### config.mk
export PLATFORM = sky130hd
export DESIGN_NAME = prescaled_mode_counter_flat
export DESIGN_NICKNAME = d
export VERILOG_FILES = /design/src/rtl/prescaled_mode_counter_if.sv /design/src/rtl/prescaled_mode_counter.sv /design/src/flat_wrapper.sv
export SDC_FILE = /design/constraint.sdc
export NUM_CORES = 1
export LEC_CHECK = 0
export ABC_AREA = 1
export CORE_ASPECT_RATIO = 1.75
export CORE_MARGIN = 4
export CORE_UTILIZATION = 30
export CTS_CLUSTER_SIZE = 25
export DETAILED_ROUTE_END_ITERATION = 10
export HOLD_SLACK_MARGIN = 0.1
export SYNTH_ARGS = -nofsm -noshare
export SYNTH_HDL_FRONTEND = slang
export SYNTH_SLANG_ARGS = --single-unit
### constraint.sdc
create_clock -name clk -period 2 [get_ports clk]
set_input_delay 0.6 -clock clk [delete_from_list [all_inputs] [get_ports clk]]
set_output_delay 0.6 -clock clk [all_outputs]
set_load 0.01 [all_outputs]
### src/rtl/prescaled_mode_counter_if.sv
// Control/status bundle for prescaled_mode_counter: counter controls in, count/tc/dir out.
// The master drives the controls and the slave (the counter) drives the status.
interface prescaled_mode_counter_if #(
  parameter int WIDTH = 8,
  parameter int PRE_W = 4
);
  logic             en;
  logic [1:0]       mode;
  logic             load;
  logic [WIDTH-1:0] load_val;
  logic [WIDTH-1:0] limit;
  logic [PRE_W-1:0] prescale;
  logic [WIDTH-1:0] count;
  logic             tc;
  logic             dir;

  modport master (
    output en, mode, load, load_val, limit, prescale,
    input  count, tc, dir
  );

  modport slave (
    input  en, mode, load, load_val, limit, prescale,
    output count, tc, dir
  );
endinterface

### src/rtl/prescaled_mode_counter.sv
// Up/down/bounce counter over 0..limit, advanced by an enable-gated prescaler tick.
// count/tc/dir update one edge after the tick; load overrides counting; no backpressure.
module prescaled_mode_counter #(
  parameter int WIDTH = 8,
  parameter int PRE_W = 4
) (
  input  logic                   clk,
  input  logic                   rst,
  prescaled_mode_counter_if.slave bus
);

  typedef enum logic [1:0] {
    MODE_UP     = 2'b00,
    MODE_DOWN   = 2'b01,
    MODE_BOUNCE = 2'b10,
    MODE_HOLD   = 2'b11
  } mode_e;

  logic [PRE_W-1:0] pre_cnt_q, pre_cnt_d;
  logic [WIDTH-1:0] count_q, count_d;
  logic             dir_q, dir_d;
  logic             tc_q, tc_d;
  logic             tick;
  mode_e            mode;

  assign mode = mode_e'(bus.mode);

  always_comb begin
    tick      = bus.en && (pre_cnt_q == bus.prescale);
    pre_cnt_d = pre_cnt_q;
    count_d   = count_q;
    dir_d     = dir_q;
    tc_d      = 1'b0;

    if (bus.load) begin
      pre_cnt_d = '0;
      count_d   = (bus.load_val > bus.limit) ? bus.limit : bus.load_val;
      dir_d     = (mode != MODE_DOWN);
    end else if (bus.en) begin
      // A prescale lowered below pre_cnt lets pre_cnt run on and wrap to 0 without a tick.
      pre_cnt_d = tick ? '0 : pre_cnt_q + PRE_W'(1);
      case (mode)
        MODE_UP: begin
          dir_d = 1'b1;
          if (tick) begin
            if (count_q >= bus.limit) begin
              count_d = '0;
              tc_d    = 1'b1;
            end else begin
              count_d = count_q + WIDTH'(1);
            end
          end
        end
        MODE_DOWN: begin
          dir_d = 1'b0;
          if (tick) begin
            if (count_q == '0) begin
              count_d = bus.limit;
              tc_d    = 1'b1;
            end else begin
              count_d = count_q - WIDTH'(1);
            end
          end
        end
        MODE_BOUNCE: begin
          if (tick) begin
            if (dir_q) begin
              if (count_q >= bus.limit) begin
                dir_d   = 1'b0;
                count_d = (bus.limit == '0) ? '0 : bus.limit - WIDTH'(1);
                tc_d    = 1'b1;
              end else begin
                count_d = count_q + WIDTH'(1);
              end
            end else begin
              if (count_q == '0) begin
                dir_d   = 1'b1;
                count_d = (bus.limit == '0) ? '0 : WIDTH'(1);
                tc_d    = 1'b1;
              end else begin
                count_d = count_q - WIDTH'(1);
              end
            end
          end
        end
        default: begin
        end
      endcase
    end
  end

  always_ff @(posedge clk or posedge rst) begin
    if (rst) begin
      pre_cnt_q <= '0;
      count_q   <= '0;
      dir_q     <= 1'b1;
      tc_q      <= 1'b0;
    end else begin
      pre_cnt_q <= pre_cnt_d;
      count_q   <= count_d;
      dir_q     <= dir_d;
      tc_q      <= tc_d;
    end
  end

  assign bus.count = count_q;
  assign bus.tc    = tc_q;
  assign bus.dir   = dir_q;

endmodule

### src/flat_wrapper.sv
// flat-port wrapper written by rule: the top's interface ports become plain ports
module prescaled_mode_counter_flat 
#(
  parameter int WIDTH = 8,
  parameter int PRE_W = 4
)
  (clk, rst, bus_en, bus_mode, bus_load, bus_load_val, bus_limit, bus_prescale, bus_count, bus_tc, bus_dir);
  prescaled_mode_counter_if #(.WIDTH(WIDTH), .PRE_W(PRE_W)) bus_i ();
  input  logic clk;
  input  logic rst;
  input wire logic [$bits(bus_i.en)-1:0] bus_en;
  input wire logic [$bits(bus_i.mode)-1:0] bus_mode;
  input wire logic [$bits(bus_i.load)-1:0] bus_load;
  input wire logic [$bits(bus_i.load_val)-1:0] bus_load_val;
  input wire logic [$bits(bus_i.limit)-1:0] bus_limit;
  input wire logic [$bits(bus_i.prescale)-1:0] bus_prescale;
  output wire logic [$bits(bus_i.count)-1:0] bus_count;
  output wire logic [$bits(bus_i.tc)-1:0] bus_tc;
  output wire logic [$bits(bus_i.dir)-1:0] bus_dir;
  assign bus_i.en = bus_en;
  assign bus_i.mode = bus_mode;
  assign bus_i.load = bus_load;
  assign bus_i.load_val = bus_load_val;
  assign bus_i.limit = bus_limit;
  assign bus_i.prescale = bus_prescale;
  assign bus_count = bus_i.count;
  assign bus_tc = bus_i.tc;
  assign bus_dir = bus_i.dir;
  prescaled_mode_counter #(.WIDTH(WIDTH), .PRE_W(PRE_W)) u_core (.clk(clk), .rst(rst), .bus(bus_i));
endmodule
; ---- Word level (Yosys, flattened, before mapping)
; Index checks and enable logic that the tools add are counted.
[classes]
n_mux = 32
shift = 0
n_lt_le_gt_ge = 2
n_div = 0
eq_ne = 7
reduce_logical = 8
multipliers = 0
add_sub_neg = 4
bitwise_logic = 0
[ops]
columns = op, n
row1 = $mux 8, 12
row2 = $pmux 8 s3, 1
row3 = $logic_not 8->1, 2
row4 = $sub 8x1->8 const B, 2
row5 = $mux 1, 14
row6 = $mux 4, 3
row7 = $ne 3x2->1 const B, 3
row8 = $add 8x1->8 const B, 1
row9 = $ge 8x8->1, 1
row10 = $gt 8x8->1, 1
row11 = $pmux 1 s3, 2
row12 = $reduce_and 5->1, 1
row13 = $add 4x1->4 const B, 1
row14 = $eq 4x4->1, 1
row15 = $reduce_bool 4->1, 1
row16 = $reduce_and 3->1, 1
row17 = $eq 2x1->1 const B, 1
row18 = $eq 2x2->1 const B, 1
row19 = $logic_not 2->1, 1
row20 = $ne 2x1->1 const B, 1
row21 = $reduce_bool 2->1, 1
row22 = $logic_and 1x1->1, 1
[word_totals]
latch_bits = 0
rom_bits = 0
mem_count = 0
mem_bits_rw = 0
wordCells = 57
regBits = 14
output_inout_bits = 10

; ---- Depth between registers and ports, before layout
[logic_depth]
depth_word = 8
mapped_depth = 18
depth_no_buf = 18

; ---- Least setup slack after synthesis
; No wires, ideal clock.
[synth_timing]
kind = input port to flip-flop
from = in bus_limit[7]
to = reg u_core.count_q[7] (netlist: u_core.bus.count[7])
stages = 15
t_required_ns = 1.923
setup_time_ns = 0.077
slack_ns = -0.137
arrival_time_ns = 2.060
path_buffers = 1
path_cell_list = inv_1 ha_1 nand2_1 inv_1 nor2_1 o21a_1 nand2_1 buf_2 a21oi_1 o21ai_0 nand2_1 nand2_1 nand3_1 nand2_1 a21oi_1
[synth_between]
elab_chain_len = 8
word_cells_on_any_way = 16
cone_classes = 1 x add/sub / 2 x order compare / 12 x mux / 1 x reduce/logical
[synth_rtl]
columns = element, line_no
row1 = start: declaration, flat_wrapper.sv:15  ; input wire logic [$bits(bus_i.limit)-1:0] bus_limit;
row2 = $sub 8x1->8 or $logic_not 8->1 (tied branches), prescaled_mode_counter.sv:70  ; count_d = (bus.limit == '0) ? '0 : bus.limit - WIDTH'(1);
row3 = $mux 8, prescaled_mode_counter.sv:70
row4 = $mux 8, prescaled_mode_counter.sv:68  ; if (count_q >= bus.limit) begin
row5 = $mux 8, prescaled_mode_counter.sv:67  ; if (dir_q) begin
row6 = $mux 8, prescaled_mode_counter.sv:66  ; if (tick) begin
row7 = $pmux 8 s3, prescaled_mode_counter.sv:42  ; case (mode)
row8 = $mux 8, prescaled_mode_counter.sv:39  ; end else if (bus.en) begin
row9 = $mux 8 (*), prescaled_mode_counter.sv:35  ; if (bus.load) begin
row10 = end signal: assignment, prescaled_mode_counter.sv:100  ; count_q <= count_d;
row11 = end: declaration, prescaled_mode_counter.sv:20  ; logic [WIDTH-1:0] count_q, count_d;
; Every way passes the cells marked *; elsewhere a longest branch is shown, timed or not. The select of a mux whose other input is x is not followed.
; A chain may end at the register's enable or synchronous reset.

; ---- Final worst setup path
; Ends and elaborated chain as after synthesis.

==> flow_summary_export.csv <==
group,metric,value,unit
critical_path,critical_path.slowest_cell,"ha_4",
timing,slew_viol_final,0,
power,leakagePower,0.001863,µW
routing,first_iter_violations,177,
logic_synthesis,synth_area_per_cell,6.231,µm²
finish,final_cell_mix,"76 x buf_4, 64 x nand2_1, 29 x inv_1, 28 x nor2_1, 28 x nand3_1",
status,outcome,"finished, violations left",
critical_path,critical_path_class,"input pin to register",
logic_synthesis,synth_area_leaders,"dfrtp_1 15%, ha_1 14%, nand2_1 14%, a21oi_1 8.2%, nand3_1 7.8%",
logic_synthesis,synth_xor_area_frac,0.05606,
finish,insertedDiodeCount,0,
power,clock_power_share,0.181,
power,vdd_drop_max,336.3,µV
placement,routabilityCongestion,0.9457,
routing,totalWireLength,8810,µm
placement,dp_hpwl,7018,µm
hold_path,hp-class,"register to register",
power,internal-power,1380,µW
logic_synthesis,synth-seq-cells,14,
finish,final_layout_size_suffix_gt1_frac,0.4167,
finish,fin_util,0.5307,
grt,grt_max_degree,15,
logic_synthesis,synth_fa_ha_area_frac,0.1430,
die,die_area,8774,µm²
clock_network,clk_latency,0.26,ns
critical_path,cp.arrival,2.23,ns
logic_synthesis,netlist_instances,351,
grt,first_global_vias,2870,
timing,period_needed,2.084,ns
timing,fin_ws,-0.08446,ns
finish,area_growth,70.02,%
power,switching_share,0.4423,
timing,worst_pin_slew,0.3555,ns
timing,fin_skew,0.006762,ns
power,switchingPower,1095,µW
die,dieWidth,72.55,µm
logic_synthesis,yosys.area.top_type_share,0.1487,
placement,portBuffers,35,
critical_path,crit_path_frequent_cell,"buf_6",
routing,ant_nets,0,
grt,gr-usage-all-layers,0.2012,
timing,period_share,1.042,
die,die_h,121.0,µm
logic_synthesis,synth_warnings,0,
routing,post_drt_via_cell_ratio,5.172,
logic_synthesis,synth.cell_area,2187,µm²
power,comb_power_share,0.664,
logic_synthesis,synth_top_area_cell,"dfrtp_1",
grt,antenna_found_initial,0,
routing,wire_per_inst,15.96,µm
routing,firstDrtPassIters,4,
logic_synthesis,synth_nets,402,
critical_path,crit_family,"buffers and inverters",
timing,worst_hold_slack,0.5842,ns
power,power_density,665.6,nW/µm²
logic_synthesis,synth_cell_types,37,
clock_network,path_clk_slew,0.06,ns
grt,grt_pass1_wl,13660,µm
logic_synthesis,synthMuxAreaShare,0,
critical_path,rrSetupSlack,-0.06,ns
clock_network,cts_tree,"yes",
power,power.total,2475,µW
timing,slew_headroom,0.7627,
critical_path,cp.buffers_inverters,4,
timing,setup_viol,9,
die,ios,36,
logic_synthesis,synth_sequential_area_ratio,0.1608,
power,seqPwrFrac,0.155,
grt,overflow,0,
critical_path,cp-end-kind,"register",
critical_path,max_stage_delay,0.27,ns
flow_run,maxCapViolCount,0,
timing,rsz0062_at_grt,"yes",
clock_network,cts_made_buffers,3,
logic_synthesis,synth-simple-area-share,0.3352,
status,violations,"negative setup slack",
die,row_count,40,
logic_synthesis,synth_top_family_by_area,"simple AND/OR/NAND/NOR gates",
finish,nNetsFinal,520,
critical_path,cp.required,2.14,ns
clock_network,clockBufferDepth,2,
timing,final_hold_viol_count,0,
die,core_area,7007,µm²
routing,via_count,2855,
die,initial_core_util,0.3121,
critical_path,worstPathMaxFanout,6,
clock_network,root_buffer,"clkbuf_16",
critical_path,cp_cell_sequence,"buf_6, clkinvlp_4, buf_6, ha_4, nand2_4, nor2_4, nand2_1, o211ai_1, nand2_2, buf_6, nand2_2, o21ai_2, a21oi_2, a21oi_2",
critical_path,worst_setup_path_start_kind,"input pin",
clock_network,h-tree-depth,1,
logic_synthesis,synth_compound_area_frac,0.1974,
timing,max_freq,479.7,MHz
clock_network,clock-sinks,14,
routing,drc,0,
finish,final_common_cell,"buf_4",
==> repair_timing <==
action	in CTS	in global routing
endpoints found under the setup margin	11	14
pin swaps	31	22
resized for setup	97	64
hold buffers	0	0
gates cloned	1	0
buffers inserted	8	3
==> power by group through the flow <==
stage / clock network, µW / logic (µW) / registers [µW]
after floorplan: 0 / 718 / 425
after global placement: 0 / 1370 / 373
after detailed placement: 0 / 1370 / 373
after CTS: 455 / 1510 / 381
after global routing: 473 / 1790 / 387
final: 447 / 1640 / 383
==> flip-flops by register name, indices dropped and copies added (netlist names) <==
| register | flops |
|---|---|
| u_core.bus.count | 8 |
| u_core.pre_cnt_q | 4 |
| u_core.bus.dir | 1 |
| u_core.bus.tc | 1 |
==> cell families after synthesis <==
family,after synthesis
fa+ha+maj,25
buf+inv,57
simple gates,164
compound gates,77
xor+xnor,14
flops,14
==> stage by stage <==
| step | setup slack, ns | cells | area (µm²) | setup TNS [ns] |
|---|---|---|---|---|
| after detailed placement | -0.9916 | 536 | 3202 | -8.648 |
| after global routing | -0.2506 | 552 | 3719 | -1.549 |
| after floorplan | -0.07854 | 351 | 2240 | -0.4209 |
| final | -0.08446 | 552 | 3719 | -0.3895 |
| after global placement | -0.9854 | 536 | 3202 | -8.601 |
| after CTS | -0.1316 | 549 | 3491 | -0.5049 |
==> cells in the mapped netlist, drive strengths merged <==
| master | instances |
|---|---|
| nand2 | 83 |
| inv | 47 |
| a21oi | 37 |
| nor2 | 36 |
| nand3 | 35 |
| o21ai | 32 |
| ha | 25 |
| xor2 | 14 |
| dfrtp | 13 |
| buf | 5 |
| clkbuf | 4 |
| nor3 | 4 |
| nand4 | 3 |
| o211ai | 2 |
| o22ai | 2 |
| or2 | 2 |
| a22oi | 1 |
| a31oi | 1 |
| a32o | 1 |
| clkinv | 1 |
| dfstp | 1 |
| nor4 | 1 |
| o21a | 1 |
==> layer usage <==
metal | routed length [µm] | share of wire | vias up | GRT usage
li1 | - | - | 1399 | -
met4 | 556 | 0.063 | 0 | 0.1189
met3 | 265 | 0.030 | 31 | 0.01244
met1 | 3178 | 0.36 | 1336 | 0.2064
met2 | 4810 | 0.55 | 89 | 0.3818
met5 | 0 | 0 | - | 0
==> final cells by class <==
class	instances	area, µm²
Clock buffer	4	88.84
Fill cell	689	3288
Inverter	48	200.2
Multi-Input combinational cell	280	1928
Sequential cell	14	352.8
Tap cell	84	105.1
Timing Repair Buffer	122	1044
==> final timing paths <==
kind | start | endpoint | cells after the start
hold / removal | u_core.pre_cnt_q[0]$_DFFE_PP0P_ | u_core.pre_cnt_q[0]$_DFFE_PP0P_ | 1
hold reg to reg | u_core.pre_cnt_q[0]$_DFFE_PP0P_ | u_core.pre_cnt_q[0]$_DFFE_PP0P_ | 1
max in group asynchronous | rst | u_core.bus.dir$_DFFE_PP1P_ | 3
min in group asynchronous | rst | u_core.bus.count[3]$_DFFE_PP0P_ | 3
setup reg to reg | u_core.bus.count[1]$_DFFE_PP0P_ | u_core.bus.count[3]$_DFFE_PP0P_ | 16
setup / recovery | bus_limit[7] | u_core.bus.count[7]$_DFFE_PP0P_ | 14
No activity file was read; power rests on OpenSTA's default activity.
